**src/rtl/pe_cfg_pkg.sv**
```systemverilog
// Shared configuration layout for the PE compute slice: field offsets, ALU
// opcodes and crossbar source codes.
package pe_cfg_pkg;
  localparam int CFG_W       = 11;
  localparam int OP_LSB      = 0;
  localparam int OUT_SEL_BIT = 2;
  localparam int XSEL0_LSB   = 3;
  localparam int XSEL1_LSB   = 5;
  localparam int XSEL2_LSB   = 7;
  localparam int XSEL3_LSB   = 9;
  localparam int NUM_XOUT    = 4;

  typedef enum logic [1:0] {
    ALU_ADD = 2'd0,
    ALU_SUB = 2'd1,
    ALU_MUL = 2'd2,
    ALU_AND = 2'd3
  } alu_op_e;

  typedef enum logic [1:0] {
    SRC_IN0 = 2'd0,
    SRC_IN1 = 2'd1,
    SRC_ALU = 2'd2,
    SRC_MEM = 2'd3
  } src_e;

  // Packed MSB-first, so this overlays cfg[10:0] bit for bit.
  typedef struct packed {
    logic [1:0] xsel3;
    logic [1:0] xsel2;
    logic [1:0] xsel1;
    logic [1:0] xsel0;
    logic       out_sel;
    alu_op_e    alu_op;
  } pe_cfg_t;
endpackage

```
**src/rtl/pe_xbar4x4.sv**
```systemverilog
// Combinational 4-to-4 crossbar: each output independently picks one of four
// sources through its own 2-bit select.
module pe_xbar4x4
  import pe_cfg_pkg::*;
#(
  parameter int W = 32
) (
  input  logic [NUM_XOUT-1:0][W-1:0] src,
  input  logic [NUM_XOUT-1:0][1:0]   sel,
  output logic [NUM_XOUT-1:0][W-1:0] dout
);
  for (genvar k = 0; k < NUM_XOUT; k++) begin : g_out
    assign dout[k] = src[sel[k]];
  end
endmodule

```
**src/rtl/pe_alu_datapath.sv**
```systemverilog
// CGRA PE compute slice: crossbar-fed registered ALU, output select between
// ALU and memory return, configured through a chainable serial shift register.
module pe_alu_datapath
  import pe_cfg_pkg::*;
#(
  parameter int size = 32
) (
  input  logic            clk,
  input  logic            reset,
  input  logic            cfg_en,
  input  logic            config_in,
  output logic            config_out,
  input  logic [size-1:0] in0,
  input  logic [size-1:0] in1,
  input  logic [size-1:0] mem_rdata,
  output logic [size-1:0] mem_a,
  output logic [size-1:0] mem_b,
  output logic [size-1:0] out0
);
  logic [CFG_W-1:0] cfg_q, cfg_d;
  logic [size-1:0]  alu_q, alu_d;
  pe_cfg_t          cfg;

  logic [NUM_XOUT-1:0][size-1:0] xsrc, xout;
  logic [NUM_XOUT-1:0][1:0]      xsel;
  logic [size-1:0]               op_a, op_b, prod;

  assign cfg        = pe_cfg_t'(cfg_q);
  assign config_out = cfg_q[CFG_W-1];

  // Source 2 is the registered ALU result, so feedback never closes a comb loop.
  assign xsrc[SRC_IN0] = in0;
  assign xsrc[SRC_IN1] = in1;
  assign xsrc[SRC_ALU] = alu_q;
  assign xsrc[SRC_MEM] = mem_rdata;
  assign xsel = {cfg.xsel3, cfg.xsel2, cfg.xsel1, cfg.xsel0};

  pe_xbar4x4 #(.W(size)) u_xbar (
    .src  (xsrc),
    .sel  (xsel),
    .dout (xout)
  );

  assign op_a  = xout[0];
  assign op_b  = xout[1];
  assign mem_a = xout[2];
  assign mem_b = xout[3];
  assign prod  = op_a * op_b;

  always_comb begin
    cfg_d = cfg_q;
    if (cfg_en) cfg_d = {cfg_q[CFG_W-2:0], config_in};
  end

  always_comb begin
    alu_d = '0;
    case (cfg.alu_op)
      ALU_ADD: alu_d = op_a + op_b;
      ALU_SUB: alu_d = op_a - op_b;
      ALU_MUL: alu_d = prod;
      ALU_AND: alu_d = op_a & op_b;
      default: alu_d = '0;
    endcase
  end

  always_ff @(posedge clk or negedge reset) begin
    if (!reset) begin
      cfg_q <= '0;
      alu_q <= '0;
    end else begin
      cfg_q <= cfg_d;
      alu_q <= alu_d;
    end
  end

  assign out0 = cfg.out_sel ? mem_rdata : alu_q;
endmodule

```
**config.mk**
```make
export PLATFORM = sky130hd
export DESIGN_NAME = pe_alu_datapath
export DESIGN_NICKNAME = d
export VERILOG_FILES = /design/src/rtl/pe_cfg_pkg.sv /design/src/rtl/pe_xbar4x4.sv /design/src/rtl/pe_alu_datapath.sv
export SDC_FILE = /design/constraint.sdc
export NUM_CORES = 1
export LEC_CHECK = 0
export ABC_AREA = 1
export BUFFER_PORTS_ARGS = -buffer_cell sky130_fd_sc_hd__buf_2
export CAP_MARGIN = 25
export CORE_ASPECT_RATIO = 0.75
export CORE_MARGIN = 8
export CORE_UTILIZATION = 46
export DETAILED_ROUTE_END_ITERATION = 8
export SYNTH_ARGS = -nofsm -noshare
export SYNTH_HDL_FRONTEND = slang
export SYNTH_SLANG_ARGS = --single-unit
```
**constraint.sdc**
```tcl
create_clock -name clk -period 14.5 [get_ports clk]
set_clock_uncertainty 0.2 [all_clocks]
set_input_delay 2.9 -clock clk [delete_from_list [all_inputs] [get_ports clk]]
set_output_delay 2.9 -clock clk [all_outputs]
set_load 0.01 [all_outputs]
```
==> flow_summary.ini <==
[setup_path]
critPathMaxFanout = 17
end_kind = flop
crit_arrival_ps = 11650
worstSetupPathType = in2reg
worst_setup_path_start_kind = input port
crit_required_ps = 14490

[synthesis]
syn_avg_cell_area_um2 = 6.78
synth_nets = 4283
synth_edf_count = 0
synthFlopType = dfrtp_1
yosys.cell_types.count = 53
yosysWarnings = 0
synthCells = 3618
yosysSeqAreaShare_pct = 4.38
ys_seq_elements = 43
syn-cell-area_um2 = 24500
async_reset_ff_share_pct = 100

[timing]
relSlewSlack_pct = 28.7
fmax_mhz = 85.8
finalSetupTns_ps = 0
rsz0062_at_grt = no
finalCritPeriodShare_pct = 80.4
min_period_ps = 11660
finalSetupViolations = 0
fin_hold_ws_ps = 384
fin_ws_ps = 2840
tightest_slew_ps = 1070
slew_viol_final = 0
hold_viol = 0

[clock_tree]
cts_buffers = 5
cts-resized-gates = 0
cts_root_buf = clkbuf_16
cts_buffer_depth = 2
insertion_delay_ps = 320
tritoncts = done
cts_max_level = 2
clk_pin_slew_ps = 90
cts_sinks = 43
post_cts_buffers = 0
cts_hold_buf = 0

[global_routing]
grt_pass1_wl_um = 159000
grt.overflow.total = 0
grt_max_degree = 96
grt_usage_pct = 34.9
grt_pass1_vias = 23840
antenna_found_initial = 8

[placement]
placed_cell_area_um2 = 25900
numPortBuffers = 196
dp_worst_setup_slack_ps = 2760
place_congestion = 0.998
place_hpwl_um = 83500

[die]
io_pins = 197
die_w_um = 283
start_util_pct = 46.4
chipHeight_um = 216
dieArea_um2 = 61100
core-area_um2 = 52900
num_rows = 73

[cells_and_area]
num-fill-cells = 5525
design_area_um2 = 26100
nets = 4363
syn_to_final_growth_pct = 6.47
drive_gt1_share_pct = 9.30

[routing]
drt-vias-per-instance = 5.70
drtAntennaViolNets = 0
via_count = 25161
routed_wl_um = 106000
drc_errors = 0
route.detailed.wl_per_inst_um = 24.1
drt_iter0_markers = 2947
firstDrtPassIters = 6

[worst_hold_path]
hold_class = reg2reg

[flow_run]
cap_violations = 0

[outcome]
status = finished, final reports clean
flip-flops by register name (all words and copies together) (netlist names):
register and flops:
alu_q 32, cfg 11
kinds of logic after synthesis:
family | Yosys count | share of synthesized area [%]
XOR/XNOR | 53 | 1.92
flip-flops | 43 | 4.38
adder cells (fa/ha/maj) | 565 | 41.3
AO/OA/AOI/OAI | 625 | 13.8
buffers and inverters | 802 | 13.2
AND/OR/NAND/NOR | 1530 | 25.4
routing by layer:
layer | GRT usage, % | up-vias | part of all wire, %
li1 | - | 11343 | -
met1 | 51.5 | 12240 | 43
met2 | 50.9 | 1404 | 42
met3 | 8.85 | 166 | 12
met4 | 7.46 | 8 | 2.6
met5 | 0 | - | 0.072
stage by stage:
| step | utilization (%) | instances |
|---|---|---|
| 3_5_place_dp | 49.0 | 4400 |
| 6_report | 49.4 | 4412 |
| 3_3_place_gp | 49.0 | 4400 |
| 4_1_cts | 49.3 | 4408 |
| 2_1_floorplan | - | 3618 |
| 5_1_grt | 49.4 | 4411 |
final timing paths:
| kind | slack, ps | end | from | cells after the start |
|---|---|---|---|---|
| worst max register to register | 4340 | alu_q[30] | cfg[3] | 26 |
| worst min-delay path | 380 | cfg[9] | cfg[8] | 2 |
| worst max-delay path | 2840 | alu_q[30] | in0[6] | 26 |
| worst min register to register | 380 | cfg[9] | cfg[8] | 2 |
| max in group asynchronous | 11120 | cfg[2] | reset | 2 |
| min in group asynchronous | 2500 | alu_q[16] | reset | 2 |
worst max-delay path, cell delays in order:
cell and delay, ps:
buf_2 100, inv_1 50, o21ai_0 150, nand2_1 80, nand2_1 740, clkinv_1 1040, nor2_1 350, fa_1 470
fa_1 530, inv_1 50, fa_1 480, inv_1 60, fa_1 420, fa_1 470, fa_1 560, fa_1 450
fa_1 450, ha_1 360, a21oi_1 200, o21ai_0 150, a221oi_1 480, o211ai_1 350, a21oi_1 220, o21bai_1 90
o21ai_0 310, nand3_1 110
cells in the mapped netlist, types with 5 or more instances:
master	instances	area share [%]
buf_4	16	0.49
inv_1	597	9.1
o211ai_2	5	0.25
nand2_1	876	13
o31ai_1	5	0.15
dfrtp_1	43	4.4
nor3_1	19	0.39
o211ai_1	24	0.73
xor2_1	39	1.4
o21ai_0	262	5.3
ha_1	156	8.0
o221ai_1	6	0.21
nand2_2	27	0.69
nand3_1	142	2.9
nand4_1	9	0.23
o311ai_0	8	0.29
a31oi_1	9	0.23
clkinv_1	12	0.18
inv_2	17	0.26
fa_1	409	33
xnor2_1	13	0.46
buf_6	18	0.83
a21oi_1	259	5.3
clkbuf_1	109	1.7
buf_2	28	0.57
nand3b_1	14	0.43
o21ai_1	19	0.39
nor2_1	414	6.3
or2_2	10	0.25
layout make-up:
cell class / instances / area, µm² / area share, %
Timing Repair Buffer: 248 / 1420 / 5.45
Clock buffer: 5 / 125 / 0.479
Clock inverter: 3 / 26.3 / 0.101
Multi-Input combinational cell: 2773 / 20200 / 77.4
Tap cell: 712 / 891 / 3.41
Inverter: 627 / 2360 / 9.02
Antenna cell: 1 / 2.50 / 0.00958
Sequential cell: 43 / 1080 / 4.13
layout by cell type (no fill, tap or decap), drive strengths merged, types with 4 or more instances in the layout:
| master | instances |
|---|---|
| a21o | 4 |
| a21oi | 260 |
| a31oi | 9 |
| buf | 248 |
| clkbuf | 5 |
| clkinv | 13 |
| dfrtp | 43 |
| fa | 409 |
| ha | 156 |
| inv | 617 |
| nand2 | 903 |
| nand3 | 144 |
| nand3b | 14 |
| nand4 | 9 |
| nor2 | 421 |
| nor3 | 23 |
| nor4 | 5 |
| o211ai | 29 |
| o21ai | 286 |
| o21bai | 4 |
| o221ai | 6 |
| o22ai | 4 |
| o311ai | 8 |
| o31ai | 5 |
| or2 | 10 |
| xnor2 | 14 |
| xor2 | 39 |
Power is left out: the tool's default activity adds up to more than one toggle a clock period on the data nets, which glitch-free logic cannot reach.
